==> config.mk <==
export PLATFORM = sky130hd
export DESIGN_NAME = spi_minion_frontend
export DESIGN_NICKNAME = d
export VERILOG_FILES = /design/src/rtl/spi_minion_frontend.sv
export SDC_FILE = /design/constraint.sdc
export NUM_CORES = 1
export LEC_CHECK = 0
export ABC_AREA = 1
export BUFFER_PORTS_ARGS = -buffer_cell sky130_fd_sc_hd__buf_4
export CAP_MARGIN = 20
export CORE_ASPECT_RATIO = 1.2
export CORE_MARGIN = 4
export CORE_UTILIZATION = 55
export CTS_CLUSTER_DIAMETER = 200
export DETAILED_ROUTE_END_ITERATION = 6
export PLACE_DENSITY = 0.78
export RECOVER_POWER = 50
export SLEW_MARGIN = 40
export SYNTH_ARGS = -nofsm -noshare
export SYNTH_HDL_FRONTEND = slang
export SYNTH_SLANG_ARGS = --single-unit
==> constraint.sdc <==
create_clock -name clk -period 11.9 [get_ports clk]
set_clock_uncertainty 0.1 [all_clocks]
set_input_delay 0.595 -clock clk [delete_from_list [all_inputs] [get_ports clk]]
set_output_delay 0.595 -clock clk [all_outputs]
set_load 0.01 [all_outputs]
==> src/rtl/spi_minion_frontend.sv <==
// SPI minion front-end: synchronizes SPI pins into clk, shifts NBITS+2 bit frames,
// and bridges them to val/rdy streams through small rx/tx FIFOs.
module spi_minion_frontend #(
    parameter int NBITS       = 32,
    parameter int NUM_ENTRIES = 2
) (
    input  logic             clk,
    input  logic             reset,
    input  logic             cs,
    input  logic             sclk,
    input  logic             mosi,
    output logic             miso,
    output logic [NBITS-1:0] out_msg,
    output logic             out_val,
    input  logic             out_rdy,
    input  logic [NBITS-1:0] in_msg,
    input  logic             in_val,
    output logic             in_rdy,
    output logic             parity
);

    localparam int FW = NBITS + 2;
    localparam int AW = (NUM_ENTRIES > 1) ? $clog2(NUM_ENTRIES) : 1;
    localparam int CW = $clog2(NBITS + 4);
    localparam logic [AW:0]   DEPTH_C     = (AW+1)'(NUM_ENTRIES);
    localparam logic [AW-1:0] PTR_ONE_C   = AW'(1);
    localparam logic [AW:0]   CNT_ONE_C   = (AW+1)'(1);
    localparam logic [CW-1:0] BIT_FRAME_C = CW'(FW);
    localparam logic [CW-1:0] BIT_MAX_C   = CW'(FW + 1);

    typedef enum logic {IDLE = 1'b0, ACTIVE = 1'b1} state_t;

    logic cs_meta_r, cs_sync_r, cs_prev_r, cs_armed_r;
    logic sclk_meta_r, sclk_sync_r, sclk_prev_r;
    logic mosi_meta_r, mosi_sync_r;

    state_t          state_r;
    logic [FW-1:0]   out_sr_r;
    logic [FW-1:0]   in_sr_r;
    logic [CW-1:0]   bit_cnt_r;
    logic            rx_space_r;
    logic            tx_avail_r;

    logic [NBITS-1:0] rx_mem_r [NUM_ENTRIES];
    logic [AW-1:0]    rx_wp_r, rx_rp_r;
    logic [AW:0]      rx_cnt_r;
    logic [NBITS-1:0] tx_mem_r [NUM_ENTRIES];
    logic [AW-1:0]    tx_wp_r, tx_rp_r;
    logic [AW:0]      tx_cnt_r;

    logic cs_fall_s, cs_rise_s, sclk_rise_s, sclk_fall_s;
    logic frame_end_s, rx_push_s, rx_pop_s, tx_push_s, tx_pop_s;
    logic rx_full_s, tx_full_s, tx_empty_s;
    logic [NBITS-1:0] tx_head_s;

    // Two-flop synchronizers plus one edge-detect stage; cs_armed_r blocks a fall
    // that is only the artefact of cs being low while reset was released.
    always_ff @(posedge clk or posedge reset) begin
        if (reset) begin
            cs_meta_r   <= 1'b1;
            cs_sync_r   <= 1'b1;
            cs_prev_r   <= 1'b1;
            cs_armed_r  <= 1'b0;
            sclk_meta_r <= 1'b0;
            sclk_sync_r <= 1'b0;
            sclk_prev_r <= 1'b0;
            mosi_meta_r <= 1'b0;
            mosi_sync_r <= 1'b0;
        end else begin
            cs_meta_r   <= cs;
            cs_sync_r   <= cs_meta_r;
            cs_prev_r   <= cs_sync_r;
            cs_armed_r  <= cs_armed_r | cs_sync_r;
            sclk_meta_r <= sclk;
            sclk_sync_r <= sclk_meta_r;
            sclk_prev_r <= sclk_sync_r;
            mosi_meta_r <= mosi;
            mosi_sync_r <= mosi_meta_r;
        end
    end

    // Edge strobes, FIFO status and the frame-end push/pop decisions.
    always_comb begin
        cs_fall_s   = cs_prev_r & ~cs_sync_r & cs_armed_r;
        cs_rise_s   = ~cs_prev_r & cs_sync_r;
        sclk_rise_s = ~sclk_prev_r & sclk_sync_r;
        sclk_fall_s = sclk_prev_r & ~sclk_sync_r;
        rx_full_s   = (rx_cnt_r == DEPTH_C);
        tx_full_s   = (tx_cnt_r == DEPTH_C);
        tx_empty_s  = (tx_cnt_r == '0);
        tx_head_s   = tx_mem_r[tx_rp_r];
        if (state_r == ACTIVE) begin
            frame_end_s = cs_rise_s & (bit_cnt_r == BIT_FRAME_C);
        end else begin
            frame_end_s = 1'b0;
        end
        rx_push_s = frame_end_s & in_sr_r[FW-1] & rx_space_r;
        tx_pop_s  = frame_end_s & in_sr_r[FW-2] & tx_avail_r;
        rx_pop_s  = out_val & out_rdy;
        tx_push_s = in_val & ~tx_full_s;
    end

    // Frame FSM: snapshot on cs fall, shift on sclk edges, return to IDLE on cs rise.
    always_ff @(posedge clk or posedge reset) begin
        if (reset) begin
            state_r    <= IDLE;
            out_sr_r   <= '0;
            in_sr_r    <= '0;
            bit_cnt_r  <= '0;
            rx_space_r <= 1'b0;
            tx_avail_r <= 1'b0;
            miso       <= 1'b0;
        end else begin
            case (state_r)
                IDLE: begin
                    if (cs_fall_s) begin
                        state_r    <= ACTIVE;
                        out_sr_r   <= {~rx_full_s, ~tx_empty_s,
                                       tx_empty_s ? {NBITS{1'b0}} : tx_head_s};
                        rx_space_r <= ~rx_full_s;
                        tx_avail_r <= ~tx_empty_s;
                        bit_cnt_r  <= '0;
                        miso       <= ~rx_full_s;
                    end
                end
                ACTIVE: begin
                    if (cs_rise_s) begin
                        state_r <= IDLE;
                        miso    <= 1'b0;
                    end else begin
                        if (sclk_rise_s) begin
                            in_sr_r <= {in_sr_r[FW-2:0], mosi_sync_r};
                            if (bit_cnt_r != BIT_MAX_C) begin
                                bit_cnt_r <= bit_cnt_r + CW'(1);
                            end
                        end
                        if (sclk_fall_s) begin
                            out_sr_r <= {out_sr_r[FW-2:0], 1'b0};
                            miso     <= out_sr_r[FW-2];
                        end
                    end
                end
                default: begin
                    state_r <= IDLE;
                    miso    <= 1'b0;
                end
            endcase
        end
    end

    // rx FIFO: written at a good frame end, drained by the interconnect.
    always_ff @(posedge clk or posedge reset) begin
        if (reset) begin
            rx_wp_r  <= '0;
            rx_rp_r  <= '0;
            rx_cnt_r <= '0;
            for (int i = 0; i < NUM_ENTRIES; i++) rx_mem_r[i] <= '0;
        end else begin
            if (rx_push_s) begin
                rx_mem_r[rx_wp_r] <= in_sr_r[NBITS-1:0];
                rx_wp_r           <= rx_wp_r + PTR_ONE_C;
            end
            if (rx_pop_s) begin
                rx_rp_r <= rx_rp_r + PTR_ONE_C;
            end
            case ({rx_push_s, rx_pop_s})
                2'b10:   rx_cnt_r <= rx_cnt_r + CNT_ONE_C;
                2'b01:   rx_cnt_r <= rx_cnt_r - CNT_ONE_C;
                default: rx_cnt_r <= rx_cnt_r;
            endcase
        end
    end

    // tx FIFO: filled by the interconnect, consumed by a read frame.
    always_ff @(posedge clk or posedge reset) begin
        if (reset) begin
            tx_wp_r  <= '0;
            tx_rp_r  <= '0;
            tx_cnt_r <= '0;
            for (int i = 0; i < NUM_ENTRIES; i++) tx_mem_r[i] <= '0;
        end else begin
            if (tx_push_s) begin
                tx_mem_r[tx_wp_r] <= in_msg;
                tx_wp_r           <= tx_wp_r + PTR_ONE_C;
            end
            if (tx_pop_s) begin
                tx_rp_r <= tx_rp_r + PTR_ONE_C;
            end
            case ({tx_push_s, tx_pop_s})
                2'b10:   tx_cnt_r <= tx_cnt_r + CNT_ONE_C;
                2'b01:   tx_cnt_r <= tx_cnt_r - CNT_ONE_C;
                default: tx_cnt_r <= tx_cnt_r;
            endcase
        end
    end

    assign out_msg = rx_mem_r[rx_rp_r];
    assign out_val = (rx_cnt_r != '0);
    assign in_rdy  = ~tx_full_s;
    assign parity  = out_val & (^out_msg);

endmodule

==> impl_results.md, run 1 <==
* Post-layout util at 63.74%
* Final Hold Vio Count at 0
* Leakage at roughly 5.7 nW
* Hold_buf cts at 0
* Vias in the first global route at roughly 7.7k
* Worst path arrival time at roughly 4.2 ns
* RSZ-0062 raised after global routing: no
* Total Die Area at roughly 0.021 mm^2
* Cell Area, Synth at ~0.010 mm^2
* Layout Nets at ~1.4k
* Core Region at roughly 0.018 mm^2
* Post-synthesis cell count at between 1k and 1.5k
* Die height at between 150 and 200 um
* Clk sinks at 222
* Met1 WL at 8996 um
* Max Clk Rate at around 0.21 GHz
* Clock buffer depth at 3
* Worst-Margin Slew at 6.052 ns
* CTS H-tree depth at 1
* # Max-Cap Violations at 2
* Post-Route WL at roughly 20000 um
* Post-CTS Setup Bufs at 0
* CTS tree: built
* Crit end category: async pin
* Via count at approximately 8k
* Worst path cell trace: clkbuf_4, clkinvlp_2
* Layout Area Growth over Synthesis at 12.35%
* CTS Buf Count at 22
* First-pass GRT wire length at ~35000 um
* Setup TNS at 0 ns
* Largest net degree at the start of global routing at between 100 and 150
* Residual DRC at 0
* Wire length on met3 at 815 um
* Pwr per Cell Area at about 210 mW/mm^2
* Drt pass-1 iters at 4
* Clock period minus worst slack at between 4 and 5 ns
* Fillers at approximately 1.6k
* WP buf/inv at 2
* DR top layer: met4
* Share of post-route cells with drive strength above 1 at a little over a tenth
* Final setup violation count at 0
* Die Wd at between 100 and 150 um
* Peak VDD IR at roughly 0.15 mV
* Drt wl/cell at 12.23 um
* # IOs at between 70 and 80
* Initial antenna violation count at 0
* Slew HR at -305.7%
* Routability cong. at about 0.76
* Kind of start point of the critical path: input port
* Synthesized Nets at around 1.3k
* CP Max Fanout at about 140
* IO buf count at 74
* CP max stage cell: clkinvlp_2
* Required time of the critical path at 11.29 ns
* Dominant synthesized flop cell: dfrtp_1
* Starting DRT DRC Count at around 510
* Row cnt at 54
* Failing checks: max-capacitance violations, max-slew violations
* Outcome: complete, but fails checks
* Warnings from Yosys at 0
* EDFF count, synth at 0
* GR Overflow Total at 0
* CTS clock-pin slew for the worst setup and hold paths at 0.06 ns
* Ant diodes at 0
* CP delay by family, top: buffers and inverters
* Initial Util at 56.73%
* Sequential fraction of the synthesis area at between 50% and 60%
* Mean Syn Cell Area at ~8.1 um^2
* Asr flop ratio synth at between 90% and 100%
* Final period util at between 40 and 50%
* PostCTS Resize Cnt at 0
* Root buffer cell: clkbuf_16
* Worst-skew pair later-pin latency at between 0.4 and 0.5 ns
* Worst min path class: input port to flop
* Total GRT Usage at 19.05%
* HPWL Detailed at roughly 12000 um
* Final count of pins violating max slew at ~210
* Seq cells post-synth at 222
* Largest stage delay, worst path at between 3 and 4 ns
* Distinct cells, synth at 35
* WL met2 at ~9600 um
* Vias per cell at around 5.0
* Antenna-violating nets left at 0
* Crit Path Category: input port to async pin
## kinds of logic after synthesis
group | count (synthesis) | share of synthesized area (%)
AND/OR/NAND/NOR | 525 | 19.36
AO/OA/AOI/OAI | 263 | 13.45
buffers and inverters | 240 | 9.696
flip-flops | 222 | 53.32
multiplexers | 33 | 3.192
XOR/XNOR | 6 | 0.5041
adder cells (fa/ha/maj) | 4 | 0.4800
## cell type report
cell class,count,area (um^2),share of cell area (%)
clock buffers,37,668.1,5.704
clock inverters,3,15.01,0.1282
inverters,179,679.4,5.800
multi-input cells,831,3882,33.14
flip-flops and latches,222,5560,47.47
well taps,252,315.3,2.692
repair buffers,79,593.1,5.063
## cells in the final DEF, fill, tap and decap left out, drive strengths merged, types with 2 or more instances in the layout
cell,n
xor2,3
nand2,489
dfstp,3
nor2,16
nor3,3
mux2i,31
o22ai,33
nand3,12
a21oi,6
xnor2,3
clkbuf,42
o21ai,221
inv,177
buf,74
mux2,2
or2,2
dfrtp,219
ha,4
clkinv,4
## state kept, by name (all words and copies together), names as in the netlist, 2 cells and up
register   cells
tx_cnt_r       2
rx_cnt_r       2
in_sr_r       34
tx_mem_r      64
bit_cnt_r      6
rx_mem_r      64
out_sr_r      33
## synthesized netlist by cell type (3+ instances only)
master | number | area [um^2]
nor2_1 | 14 | 52.55
mux2i_1 | 31 | 310.3
o21ai_2 | 9 | 78.83
buf_2 | 9 | 45.04
o21ai_1 | 40 | 200.2
a21oi_1 | 5 | 25.02
o21ai_0 | 172 | 860.8
ha_1 | 4 | 50.05
nand3_1 | 12 | 60.06
xnor2_1 | 3 | 26.28
nor3_1 | 3 | 15.01
inv_2 | 8 | 30.03
inv_1 | 170 | 638.1
dfrtp_1 | 219 | 5480
xor2_1 | 3 | 26.28
o22ai_1 | 33 | 206.5
buf_4 | 5 | 37.54
nand2_1 | 485 | 1821
buf_6 | 10 | 112.6
nand2_2 | 4 | 25.02
dfstp_2 | 3 | 78.83
clkbuf_1 | 35 | 131.4
## power by group
group	total (mW)	switching (mW)	leakage, nW	internal (mW)
Combinational	0.727	0.465	2.48	0.262
Sequential	1.04	0.0893	2.92	0.947
Clock	0.651	0.270	0.336	0.381
Total	2.41	0.824	5.73	1.59
## per-stage QoR
stage / worst slack (ns) / hold slack, ns / power [mW] / area, um^2 / std cells
floorplan: 5.132 / 0.2312 / 1.626 / 10430 / 1293
global placement: 8.917 / 0.2342 / 1.741 / 11020 / 1563
detailed placement: 8.832 / 0.2379 / 1.778 / 11050 / 1563
CTS: 8.297 / 0.08768 / 2.442 / 11730 / 1603
global route: 6.063 / 0.09023 / 2.622 / 11710 / 1603
finish: 7.119 / 0.1109 / 2.414 / 11710 / 1603
## routing by layer
layer  vias to the layer above  track usage [%]
met2                       118            32.79
met5                         -                0
met3                        22            2.911
met1                      3759            25.84
met4                         0            3.976
li1                       4142                -
## path summary, 6_finish.rpt
kind / startpoint / end / slack (ns) / cells after the start
max in group clk: rx_rp_r / parity / 8.32 / 17
worst min register to register: sclk_meta_r / sclk_sync_r / 0.25 / 0
worst max-delay path: reset / tx_mem_r[47] / 7.12 / 2
worst min-delay path: cs / cs_meta_r / 0.11 / 1
worst max register to register: tx_cnt_r[0] / tx_mem_r[24] / 8.78 / 5
min in group asynchronous: reset / tx_mem_r[16] / 1.91 / 2
Note: power is estimated with default switching activity, not from simulation.
==> run 2: changes to the inputs <==
- PLACE_DENSITY: 0.78 -> 0.81
- clock period: 11.9 -> 4.15 ns (I/O delays scaled with it)
==> run 2 against run 1 <==
The run still ends with max-capacitance violations, max-slew violations left. Combinational power grew to 2.9 times the previous value. Worst setup slack worse by 6.2 ns. Critical path depth is 14 higher. Clock power grew to 3.1 times the previous value. Cell area is 3.9% higher. Via count grew 3.7%. Cell count rose by 2.5%. Sequential share of layout area is 1.8 points lower. Flip-flop and latch count unchanged. Power increased to 3.0 times the previous value. Register-to-register slack worse by 7.8 ns. Routed wire length rose by 8.8%. Critical endpoint is now parity.
==> impl_results.md, run 2 (synthesis results as in run 1) <==
* Worst min path class: flop to flop (was input port to flop)
* Final period util at around 77%
* CTS clock-pin slew for the worst setup and hold paths at 0.06 ns (about the same)
* Post-layout instance area at 0.01217 mm^2 (was 0.01171 mm^2)
* Worst setup endpoint: parity (was tx_mem_r[47])
* Via count at 8335 (was 8041)
* Worst path cell trace: inv_6, nand2_1, nand2_2, nand3_1, nand2_1, nand2_1, inv_1, nor2_2, nand2_1, nand2_1, nand2_1, nand2_1, nand2_1, nand2_1, nor2_2, buf_4 (was clkbuf_4, clkinvlp_2)
* Vias per cell at 5.073 (was 5.016)
* Register cell area after layout at 0.005560 mm^2 (unchanged)
* Ant diodes at 0 (unchanged)
* Final Hold Vio Count at 0 (unchanged)
* CP Max Fanout at 52 (was 143)
* Starting DRT DRC Count at 533 (was 508)
* Crit Path Category: flop to primary output (was input port to async pin)
* Reg2reg setup slack at 0.97 ns (was 8.78 ns)
* Failing checks: max-capacitance violations, max-slew violations (unchanged)
* Final count of pins violating max slew at 266 (was 209)
* Initial antenna violation count at 0 (unchanged)
* CP most frequent cell: nand2_1
* Largest stage delay, worst path at 0.79 ns (was 3.34 ns)
* Setup ws final at 0.9463 ns (was 7.119 ns)
* Routability cong. at 0.7761 (was 0.7602)
* # IOs at 75 (unchanged)
* CP max stage cell: dfrtp_2 (was clkinvlp_2)
* Vias in the first global route at 8004 (was 7664)
* Kind of start point of the critical path: flop (was input port)
* Crit end category: primary output (was async pin)
* Setup TNS at 0 ns (unchanged)
* Post-Route WL at 21330 um (was 19610 um)
* Residual DRC at 0 (unchanged)
* WP buf/inv at 3 (was 2)
* Worst-Margin Slew at 2.125 ns (was 6.052 ns)
* Outcome: complete, but fails checks (unchanged)
* R2r worst-path depth at 4 (was 5)
* DP Area at 0.01109 mm^2 (was 0.01105 mm^2)
* Layout Area Growth over Synthesis at 16.76% (was 12.35%)
* Required time of the critical path at 3.84 ns (was 11.29 ns)
* Clock period minus worst slack at around 3.2 ns
* Max Clk Rate at between 0.3 and 0.4 GHz
* Row cnt at 54 (unchanged)
* Die Wd at 133.7 um (unchanged)
* GR Overflow Total at 0 (unchanged)
* First-pass GRT wire length at 37450 um (was 35180 um)
* Clock buffer depth at 3 (unchanged)
* Total Die Area at 0.02123 mm^2 (unchanged)
* Pre-CTS WS at 1.461 ns (was 8.832 ns)
* Core Region at 0.01838 mm^2 (unchanged)
* Total GRT Usage at 20.61% (was 19.05%)
* Largest net degree at the start of global routing at 108 (was 144)
* Multi-input logic area at 0.003867 mm^2 (was 0.003882 mm^2)
* CTS H-tree depth at 1 (unchanged)
* Drt wl/cell at 12.98 um (was 12.23 um)
* HPWL Detailed at 12980 um (was 12440 um)
* Commonest non-fill, non-tap cell in the layout: nand2_1 (unchanged)
* Largest registers: rx_mem_r: 64 flops, tx_mem_r: 64 flops, in_sr_r: 34 flops (unchanged)
* # Max-Cap Violations at 4 (was 2)
* Final setup violation count at 0 (unchanged)
* Stages on the worst setup path at 16 (was 2)
* RSZ-0062 raised after global routing: no (unchanged)
* Initial Util at 56.73% (unchanged)
* Worst path arrival time at 2.90 ns (was 4.17 ns)
* Fillers at 1494 (was 1573)
* Reg-to-reg endpoint: tx_mem_r[4] (was tx_mem_r[24])
* Worst-skew pair later-pin latency at 0.50 ns (was 0.49 ns)
* Share of post-route cells with drive strength above 1 at 10.28% (was 10.66%)
* Hold_ws at 0.2480 ns (was 0.1109 ns)
* Layout Nets at 1418 (was 1378)
* Slew HR at -42.10% (was -305.7%)
* Leakage at 5.924 nW (was 5.733 nW)
* IO buf count at 74 (unchanged)
* CTS tree: built (unchanged)
* Antenna-violating nets left at 0 (unchanged)
* Most frequent cells in the layout: nand2_1 (484), dfrtp_1 (218), o21ai_0 (174), inv_1 (171), buf_4 (72) (was nand2_1 (483), dfrtp_1 (218), o21ai_0 (172), inv_1 (169), buf_4 (73))
* Worst Setup SP: rx_rp_r (was reset)
* Pwr per Cell Area at 588.7 mW/mm^2 (was 206.1 mW/mm^2)
* Drt pass-1 iters at 5 (was 4)
* Root buffer cell: clkbuf_16 (unchanged)
* FF-to-FF Start: tx_cnt_r[0] (unchanged)
* Peak VDD IR at 0.3923 mV (was 0.1492 mV)
* Clk sinks at 222 (unchanged)
* Power, Total at 7.166 mW (was 2.414 mW)
* CP delay by family, top: simple AND/OR/NAND/NOR gates (was buffers and inverters)
* CTS Buf Count at 22 (unchanged)
* Die height at 158.8 um (unchanged)
## run 2: cell types whose count changed in the layout (fill, tap and decap cells not counted), sizes merged
| cell | before | now |
|---|---|---|
| dlygate4sd3 | 0 | 38 |
| clkbuf | 42 | 45 |
| clkinv | 4 | 2 |
| buf | 74 | 73 |
| bufinv | 0 | 1 |
| clkinvlp | 1 | 2 |
## run 2: metrics by stage
stage,std cells,util (%)
final,1643,66.24
after CTS,1643,66.54
after detailed placement,1565,60.33
after global routing,1643,66.24
after floorplan,1293,-
after global placement,1564,60.07
## run 2: power breakdown
group / total, mW / switching, mW / leakage, nW / internal (mW)
registers: 3.03 / 0.315 / 2.92 / 2.71
clock network: 2.04 / 0.799 / 0.372 / 1.24
logic: 2.10 / 1.33 / 2.64 / 0.770
total: 7.17 / 2.45 / 5.92 / 4.72
## run 2: what timing repair did
action,4_1_cts,5_1_grt
gates resized for setup,0,0
hold buffers,38,0
hold endpoints to repair,90,0
buffers inserted,0,0
## run 2: worst register-to-register path, cell delays in order, from the launching register on
cell and delay, ns:
dfrtp_1 0.46, inv_1 0.06, nand2_1 0.10, nand3_1 1.44
o21ai_0 0.86
## run 2: cell type report
cell class / instances / area share, %
sequential: 222 / 45.67
multi-input combinational: 831 / 31.77
timing repair buffer: 119 / 8.140
clock buffer: 37 / 5.899
inverter: 179 / 5.581
tap: 252 / 2.590
clock inverter: 3 / 0.3494
## run 2: worst min-delay path by stage
| stage | slack, ns | end | from | depth (start not counted) |
|---|---|---|---|---|
| 2_1_floorplan | 0.11 | cs_meta_r | cs | 0 |
| 3_3_place_gp | 0.17 | rx_mem_r[26] | reset | 2 |
| 3_5_place_dp | 0.19 | rx_mem_r[26] | reset | 2 |
| 4_1_cts | 0.21 | rx_mem_r[26] | reset | 3 |
| 5_1_grt | 0.26 | sclk_sync_r | sclk_meta_r | 0 |
| 6_report | 0.25 | sclk_sync_r | sclk_meta_r | 0 |
## run 2: metal layers
| metal | wire [um] | vias to the layer above | GRT usage (%) |
|---|---|---|---|
| met5 | 0 | - | 0 |
| met4 | 354 | 0 | 4.818 |
| met3 | 908 | 28 | 2.278 |
| met2 | 10900 | 200 | 36.53 |
| met1 | 9166 | 3900 | 27.35 |
| li1 | - | 4207 | - |
